===== src/rtl/writeback_queue.sv =====
// writeback_queue: register-file write-port arbiter with long-latency FIFO.
// Optional macro WBQ_BYPASS_EN: empty-FIFO results drive the port directly.
module writeback_queue #(
   parameter int DEPTH = 4,
   parameter int DW    = 16
) (
   input  logic          clk,
   input  logic          rst,
   input  logic          alu_we,
   input  logic [3:0]    alu_reg,
   input  logic [DW-1:0] alu_data,
   input  logic          lq_valid,
   output logic          lq_ready,
   input  logic [3:0]    lq_reg,
   input  logic [DW-1:0] lq_data,
   input  logic [3:0]    SrcReg1,
   input  logic [3:0]    SrcReg2,
   output logic          hazard1,
   output logic          hazard2,
   output logic [15:0]   pending,
   output logic [3:0]    DstReg,
   output logic          WriteReg,
   output logic [DW-1:0] DstData
);

   localparam int AW = $clog2(DEPTH);
   localparam int CW = AW + 1;

   logic [3:0]       reg_q  [DEPTH];
   logic [DW-1:0]    data_q [DEPTH];
   logic [DEPTH-1:0] live_q;
   logic [AW-1:0]    head_q;
   logic [AW-1:0]    tail_q;
   logic [CW-1:0]    count_q;

   logic empty;
   logic head_live;
   logic push;
   logic store;
   logic pop;
   logic byp;

   assign empty     = (count_q == '0);
   assign head_live = live_q[head_q];
   assign lq_ready  = rst && (count_q < CW'(DEPTH));
   assign push      = lq_valid && lq_ready;

`ifdef WBQ_BYPASS_EN
   assign byp = empty && !alu_we && push;
`else
   assign byp = 1'b0;
`endif

   assign store = push && !byp;
   // Dead heads retire silently; live heads only when the ALU is idle.
   assign pop   = !empty && (!head_live || !alu_we);

   // Write-port mux: ALU first, then bypass, then live FIFO head.
   always_comb begin
      WriteReg = 1'b0;
      DstReg   = reg_q[head_q];
      DstData  = data_q[head_q];
      if (alu_we) begin
         WriteReg = 1'b1;
         DstReg   = alu_reg;
         DstData  = alu_data;
      end else if (byp) begin
         WriteReg = 1'b1;
         DstReg   = lq_reg;
         DstData  = lq_data;
      end else if (head_live) begin
         WriteReg = 1'b1;
      end
      if (!rst) begin
         WriteReg = 1'b0;
      end
   end

   // Scoreboard of registers with a live buffered write.
   always_comb begin
      pending = '0;
      for (int i = 0; i < DEPTH; i++) begin
         if (live_q[i]) begin
            pending[reg_q[i]] = 1'b1;
         end
      end
   end

   assign hazard1 = pending[SrcReg1];
   assign hazard2 = pending[SrcReg2];

   // FIFO state: kill older entries on ALU write, then pop and push.
   always_ff @(posedge clk or negedge rst) begin
      if (!rst) begin
         head_q  <= '0;
         tail_q  <= '0;
         count_q <= '0;
         live_q  <= '0;
         for (int i = 0; i < DEPTH; i++) begin
            reg_q[i]  <= '0;
            data_q[i] <= '0;
         end
      end else begin
         for (int i = 0; i < DEPTH; i++) begin
            if (alu_we && reg_q[i] == alu_reg) begin
               live_q[i] <= 1'b0;
            end
         end
         if (pop) begin
            live_q[head_q] <= 1'b0;
            head_q         <= head_q + 1'b1;
         end
         if (store) begin
            reg_q[tail_q]  <= lq_reg;
            data_q[tail_q] <= lq_data;
            live_q[tail_q] <= 1'b1;
            tail_q         <= tail_q + 1'b1;
         end
         count_q <= count_q + CW'(store) - CW'(pop);
      end
   end

endmodule


===== config.mk =====
export PLATFORM = sky130hd
export DESIGN_NAME = writeback_queue
export DESIGN_NICKNAME = d
export VERILOG_FILES = /design/src/rtl/writeback_queue.sv
export SDC_FILE = /design/constraint.sdc
export NUM_CORES = 1
export LEC_CHECK = 0
export BUFFER_PORTS_ARGS = -buffer_cell sky130_fd_sc_hd__buf_2
export CAP_MARGIN = 20
export CELL_PAD_IN_SITES_DETAIL_PLACEMENT = 2
export CELL_PAD_IN_SITES_GLOBAL_PLACEMENT = 2
export CORE_MARGIN = 5
export CORE_UTILIZATION = 34
export CTS_CLUSTER_DIAMETER = 150
export DETAILED_ROUTE_END_ITERATION = 10
export PLACE_DENSITY = 0.7
export REMOVE_ABC_BUFFERS = 1
export SLEW_MARGIN = 10
export SYNTH_ARGS = -nofsm -noshare
export SYNTH_HDL_FRONTEND = slang
export SYNTH_SLANG_ARGS = --single-unit
export TNS_END_PERCENT = 100

===== constraint.sdc =====
create_clock -name clk -period 2.8 [get_ports clk]
set_clock_uncertainty 0.15 [all_clocks]
set_input_delay 0.14 -clock clk [delete_from_list [all_inputs] [get_ports clk]]
set_output_delay 0.14 -clock clk [all_outputs]
set_load 0.02 [all_outputs]

==> impl_results.md, run 1 <==
* Status: finished, final reports clean
* Clk buf depth at 2
* Final WL at 16,100 µm
* Period minus WS final at roughly 2600 ps
* Post-route antenna net violation count at 0
* Clock share of power at 0.177
* Worst VDD drop at 0.585 mV
* Net Sw Frac at 0.376
* Synth area leaders: dfrtp_1 42%, mux2_2 22%, mux4_2 8.4%, ha_1 2.3%, xor2_1 2.1%
* Final #Nets at roughly 610
* CTS Buf Count at 9
* EDFF count, synth at 0
* Unrepaired setup endpoints after global routing: no
* Final instance area at around 6600 µm²
* Hpwl dp at between 10,000 and 15,000 µm
* Synth unique cells at 44
* Yosys warnings at 0
* HP Start: lq_valid
* Antenna violations before repair at 0
* CP peak stage delay at 510 ps
* Post-synth top area share at 0.424
* CP max stage cell: or3b_1
* CTS root buf: clkbuf_16
* Fillers at between 1,500 and 2,000
* Fraction of layout cells with a size suffix above 1 at 0.473
* Htree depth at 3
* Largest net degree at the start of global routing at 57
* Max Fclk at approximately 0.38 GHz
* Port bufs at around 90
* Crit path max fanout at 7
* Slew Viols, Final at 0
* Ys async rst share at 1.00
* First-pass GRT wire length at 26,200 µm
* DIE AREA at about 18,000 µm²
* Pwr dens at between 1000 and 1500 nW/µm²
* Mean Syn Cell Area at between 10 and 15 µm²
* Site row count at 46
* Fin cells at 770
* Comb pwr share at 0.463
* Sequential fraction of design power at 0.360
* Cell Int Power at roughly 4400 µW
* Initial Util at 0.342
* Seq/Total Area, Yosys at 0.424
* Hold Vio Cnt, Final at 0
* Crit path DAT at 2320 ps
* Setup-failing EPs final at 0
* Post-route setup TNS at 0 ps
* Placed Instances at approximately 730
* Crit Path Class: flip-flop to output port
* CP Data Required Time at roughly 2500 ps
* Synth cell count leaders: 103 x mux2_2, 91 x dfrtp_1, 20 x mux4_2, 20 x nand2_1, 18 x o22ai_1
* Number of global-route vias before repair at between 4,000 and 5,000
* Placed Area at roughly 6100 µm²
* Mapped Cells at 436
* Worst reg2reg path depth at 8
* Worst Hold Depth at 4
* Predominant post-synthesis flop cell: dfrtp_1
* CTS tree: yes
* Clock sink total at a little over 90
* Clock-pin slew on the worst setup and hold paths at around 60 ps
* Pleak at 0.00297 µW
* Sw Pwr at around 2600 µW
* Hold WC Path Type: input port to flip-flop
* Hold Path End: tail_q[0]
* Worst skew pair latency at 350 ps
* Post-CTS Setup Inserts at 0
* Initial DRC Count at roughly 180
* Worst flop-to-flop path endpoint: count_q[2]
* Worst flop-to-flop path startpoint: live_q[1]
* Rel. slew slack at 0.524
* Critical path origin: reg_q[7]
* Die H at 136 µm
* Via count at just over 4,000
* GR Overflow Total at 0
* I/O pin cnt at 92
* Routed length per placed instance at between 20 and 25 µm
* Remaining DRCs at 0
* Syn Std Cell Area at about 5400 µm²
* Post-synth top area cell: dfrtp_1
* Core area at roughly 16,000 µm²
* Setup crit end kind: output port
* GPL Wtd Cong at around 0.84
* CP startpoint kind: flip-flop
* Via density at ~5.3
* Max-Cap Viols at 0
* Final period util at 0.933
* Top-count cell post-synth: mux2_2
* Final hold slack at roughly 130 ps
* All-Layer GR Usage at 0.183
* DR pass1 iterations at 4
* P&R area growth vs syn at 23.8%
* Diodes inserted at 0
* Actual slew at the worst max-slew pin at approximately 710 ps
* Die W at about 140 µm
* Synthesis-stage register bit count at 91
* Crit-path cells: or3b_1 -> o22ai_1 -> nor2_1 -> a311oi_1 -> o311ai_0 -> nand4_1 -> buf_2
* R2R setup slack at between 200 and 300 ps
power by group through the flow:
stage | clock (µW) | sequential (µW) | combinational, µW
after CTS | 1280 | 2540 | 3320
after global routing | 1340 | 2620 | 3550
after floorplan | 0 | 2440 | 2280
after global placement | 0 | 2470 | 3120
after detailed placement | 0 | 2550 | 3270
final | 1250 | 2530 | 3250
placed cells by master (no fill, tap or decap), drive strengths merged, types with 2 or more instances in the layout:
master,count
o2111ai,3
nand3,14
nand3b,8
or3b,4
o221ai,6
o22ai,21
mux2,103
dfrtp,91
nand2b,8
nand2,20
clkinvlp,2
nand4,2
xor2,13
buf,103
clkinv,2
o21ai,10
xnor2,7
o22a,7
a21oi,3
ha,10
clkbuf,11
a31oi,2
mux4,21
mux2i,3
inv,17
dlygate4sd3,21
or2,10
nor3,16
nor2,5
worst max-delay path: cells and delay by family, from the launching register on:
kind,cells,cell delay (ps)
AOI/OAI and AO/OA,3,620
buffers and inverters,1,160
DFF,1,470
and+or+nand+nor,3,730
stage by stage:
stage	setup slack (ps)	util	total power (µW)
2_1_floorplan	-517	-	4710
3_3_place_gp	381	0.390	5590
3_5_place_dp	272	0.390	5820
4_1_cts	166	0.423	7140
5_1_grt	29.6	0.423	7520
6_report	187	0.423	7030
how the worst max path moves through the flow:
stage | endpoint | slack, ps | cells after the start
after floorplan | count_q[2] | -520 | 8
after global placement | count_q[2] | 380 | 8
after detailed placement | count_q[2] | 270 | 8
after CTS | hazard2 | 170 | 7
after global routing | hazard2 | 30 | 7
final | hazard2 | 190 | 7
sequential cells by signal (all words and copies together), names as in the netlist:
name and flops:
data_q 64, head_q 2, reg_q 16, live_q 4, tail_q 2, count_q 3
routing by layer:
layer | up-vias | GRT usage | routed length, µm
met3 | 11 | 0.0498 | 771
met4 | 0 | 0.0375 | 148
met5 | - | 0 | 0
met1 | 2127 | 0.231 | 6940
li1 | 1852 | - | -
met2 | 84 | 0.317 | 8260
cell families after synthesis:
logic type / count (synthesis) / synth area share
multiplexers: 127 / 0.310
flip-flops: 91 / 0.424
AND/OR/NAND/NOR: 90 / 0.0923
AO/OA/AOI/OAI: 58 / 0.0837
buffers and inverters: 39 / 0.0298
XOR/XNOR: 20 / 0.0326
adder cells (fa/ha/maj): 11 / 0.0270
layout make-up:
| cell class | count | area [µm²] | share of cell area |
|---|---|---|---|
| clock inverter | 4 | 50.0 | 0.00753 |
| tap | 216 | 270 | 0.0407 |
| inverter | 18 | 67.6 | 0.0102 |
| clock buffer | 11 | 253 | 0.0380 |
| timing repair buffer | 124 | 796 | 0.120 |
| sequential | 91 | 2280 | 0.343 |
| multi-input combinational | 306 | 2930 | 0.441 |
timing repair:
item                      4_1_cts  5_1_grt
hold endpoints to repair      115        0
hold buffers                   21        0
resized for setup               0        0
(Power assumes the default switching activity.)
==> run 2: changes to the inputs <==
- ABC_AREA: default -> 1
- CORE_UTILIZATION: 34 -> 31
- PLACE_DENSITY: 0.7 -> 0.77
==> run 2 against run 1 <==
The flow now finishes with violations (negative hold slack). Synthesized cell count is 86% higher. Clock power is 8% higher. Design area is 1.1% higher. Final cell count is 47% higher. Core utilization is 4.5 points lower. Power is 0.46% higher. Global-route usage is 3.6 points higher. Via count is 45% higher. Routed wire length is 37% higher. Sequential cell count stayed put. First-iteration DRC count is 24% higher. Die area is 12% higher.
==> impl_results.md, run 2 <==
* Status: complete, but fails checks
* Failing checks: negative hold slack
* Port bufs at 91
* CP startpoint kind: flip-flop
* Synth area leaders: dfrtp_1 41%, nor2_1 12%, o21ai_0 11%, nand2_1 9.9%, nand3_1 6.6%
* P&R area growth vs syn at 21.0%
* Crit path max fanout at 5
* DIE AREA at a little over 20,000 µm²
* Via density at 5.21
* Period minus WS final at 2630 ps
* EDFF count, synth at 0
* Htree depth at 3
* Remaining DRCs at 0
* Commonest non-fill, non-tap cells in the layout: 172 x nor2_1, 146 x nand2_1, 118 x o21ai_0
* Initial DRC Count at between 200 and 250
* Mean Syn Cell Area at slightly below 7 µm²
* Pre-CTS WS at just under 90 ps
* Yosys warnings at 0
* Ys async rst share at 1.00
* Setup ws final at 167 ps
* Max FFs per register at 64
* Crit-path cells: inv_4 -> nand2_1 -> o21ai_1 -> a21oi_1 -> or2_1 -> nand2_4 -> inv_2 -> ha_1 -> inv_1 -> ha_1 -> fa_1 -> xnor2_1 -> xor2_1
* Biggest regs: data_q: 64 flops, reg_q: 16 flops, live_q: 4 flops
* Setup-failing EPs final at 0
* CP peak stage delay at roughly 450 ps
* Synth unique cells at 31
* Unrepaired setup endpoints after global routing: no
* Die H at approximately 140 µm
* Pleak at between 0.003 and 0.004 µW
* CP Data Required Time at 2920 ps
* Clk buf depth at 2
* Fin cells at roughly 1,100
* Worst skew pair latency at about 340 ps
* Antenna violations before repair at 0
* Crit path DAT at between 2000 and 3000 ps
* Hold Vio Cnt, Final at 1
* Worst Path Buf+Inv at 3
* Post-synth top area share at 0.410
* Actual slew at the worst max-slew pin at 878 ps
* Via count at around 6,000
* Crit-path most repeated cell: ha_1
* Seq/Total Area, Yosys at 0.410
* Synthesis-stage register bit count at between 90 and 100
* Most common library cell in the layout ignoring fill and taps: nor2_1
* DR pass1 iterations at 4
* Synth cell count leaders: 172 x nor2_1, 146 x nand2_1, 118 x o21ai_0
* I/O pin cnt at 92
* Max Fclk at around 0.38 GHz
* Top-count cell post-synth: nor2_1
* Final core occ at 0.378
* Largest net degree at the start of global routing at 65
* R2R setup slack at around 170 ps
* Predominant post-synthesis flop cell: dfrtp_1
* Largest Register: data_q
* Final #Nets at around 960
* Diodes inserted at 0
* Slew Viols, Final at 0
* Pwr dens at between 1000 and 1500 nW/µm²
* Hpwl dp at between 15,000 and 20,000 µm
* GPL Wtd Cong at 0.894
* CP max stage cell: dfrtp_2
* Site row count at between 40 and 50
* Syn Std Cell Area at around 5600 µm²
* Core area at approximately 18,000 µm²
* Number of global-route vias before repair at around 7,000
* Initial Util at 0.312
* Post-synth top area cell: dfrtp_1
* Routed length per placed instance at between 15 and 20 µm
* All-Layer GR Usage at 0.219
* Worst VDD drop at between 0.3 and 0.4 mV
* Placed Instances at ~1,100
* Hold WC Path Type: input port to flip-flop
* GR Overflow Total at 0
* Mapped Cells at just over 800
* Max-Cap Viols at 0
* Final WL at roughly 22,000 µm
* Clock-pin slew on the worst setup and hold paths at around 70 ps
* Die W at roughly 140 µm
* Clock sink total at around 90
* Crit Path Class: flip-flop to flip-flop
* Post-route antenna net violation count at 0
* Fillers at approximately 2,200
* Final instance area at 6720 µm²
* Final hold slack at -7.77 ps
* First-pass GRT wire length at between 30,000 and 40,000 µm
* Final period util at 0.940
* CTS Buf Count at 9
* Setup crit end kind: flip-flop
* CTS root buf: clkbuf_16
* Fraction of layout cells with a size suffix above 1 at 0.157
* Placed Area at just over 6000 µm²
* CTS tree: yes
* Rel. slew slack at 0.415
* Critical path's top delay family: adder cells
-- run 2: changes by cell type after synthesis, moves of 13 or more --
cell	before	now
mux4_2	20	0
nand2_1	20	146
nand3_1	14	73
clkbuf_1	6	22
a31oi_1	2	20
mux2_2	103	0
nor3_1	16	3
a21oi_1	2	16
inv_1	17	61
nor2_1	5	172
o21ai_0	7	118
-- run 2: report_power, final --
| group | switching [µW] | leakage (µW) | internal [µW] | total [µW] |
|---|---|---|---|---|
| Combinational | 2150 | 0.00209 | 1060 | 3220 |
| Clock | 541 | 0.000156 | 813 | 1350 |
| Sequential | 566 | 0.00114 | 1930 | 2490 |
-- run 2: metrics by stage --
| stage | total power [µW] | setup TNS, ps | hold slack, ps |
|---|---|---|---|
| 2_1_floorplan | 4390 | -811 | -306 |
| 3_3_place_gp | 5420 | 0 | 87.0 |
| 3_5_place_dp | 5720 | 0 | 86.2 |
| 4_1_cts | 7150 | 0 | 1.98 |
| 5_1_grt | 7650 | 0 | 12.6 |
| 6_report | 7060 | 0 | -7.77 |
-- run 2: worst min-delay path, stage by stage --
cell,delay [ps]
buf_2,70
inv_1,90
o21ai_1,140
-- run 2: final timing paths --
check                            from    endpoint  depth (start not counted)
setup / recovery            head_q[0]  count_q[2]                         13
hold / removal              lq_reg[1]   reg_q[13]                          3
setup reg to reg            head_q[0]  count_q[2]                         13
hold reg to reg            data_q[42]  data_q[42]                          2
max in group asynchronous         rst   live_q[0]                          4
min in group asynchronous         rst   data_q[9]                          3
-- run 2: cell families after synthesis --
family,after synthesis,synth area share
compound gates,177,0.169
buf+inv,115,0.0840
flops,91,0.410
xor+xnor,5,0.00789
fa+ha+maj,11,0.0261
simple gates,410,0.302
-- run 2: area by class of cell --
| class | count | area (µm²) | share of cell area |
|---|---|---|---|
| flip-flops and latches | 91 | 2280 | 0.340 |
| repair buffers | 123 | 743 | 0.111 |
| well taps | 229 | 287 | 0.0427 |
| inverters | 71 | 269 | 0.0400 |
| multi-input cells | 603 | 2810 | 0.418 |
| clock inverters | 5 | 85.1 | 0.0127 |
| clock buffers | 11 | 243 | 0.0361 |
-- run 2: timing repair --
action                                  4_1_cts  5_1_grt
endpoints found under the setup margin        0        1
endpoints found under the hold margin        70        0
hold buffers                                 18        0
gates resized for setup                       0        4
setup buffers                                 0        0
-- run 2: routing by layer --
layer	share of wire	track usage	vias to the layer above
met5	0	0	-
li1	-	-	2815
met2	0.52	0.404	103
met1	0.42	0.266	2963
met3	0.029	0.0260	27
met4	0.026	0.0664	0
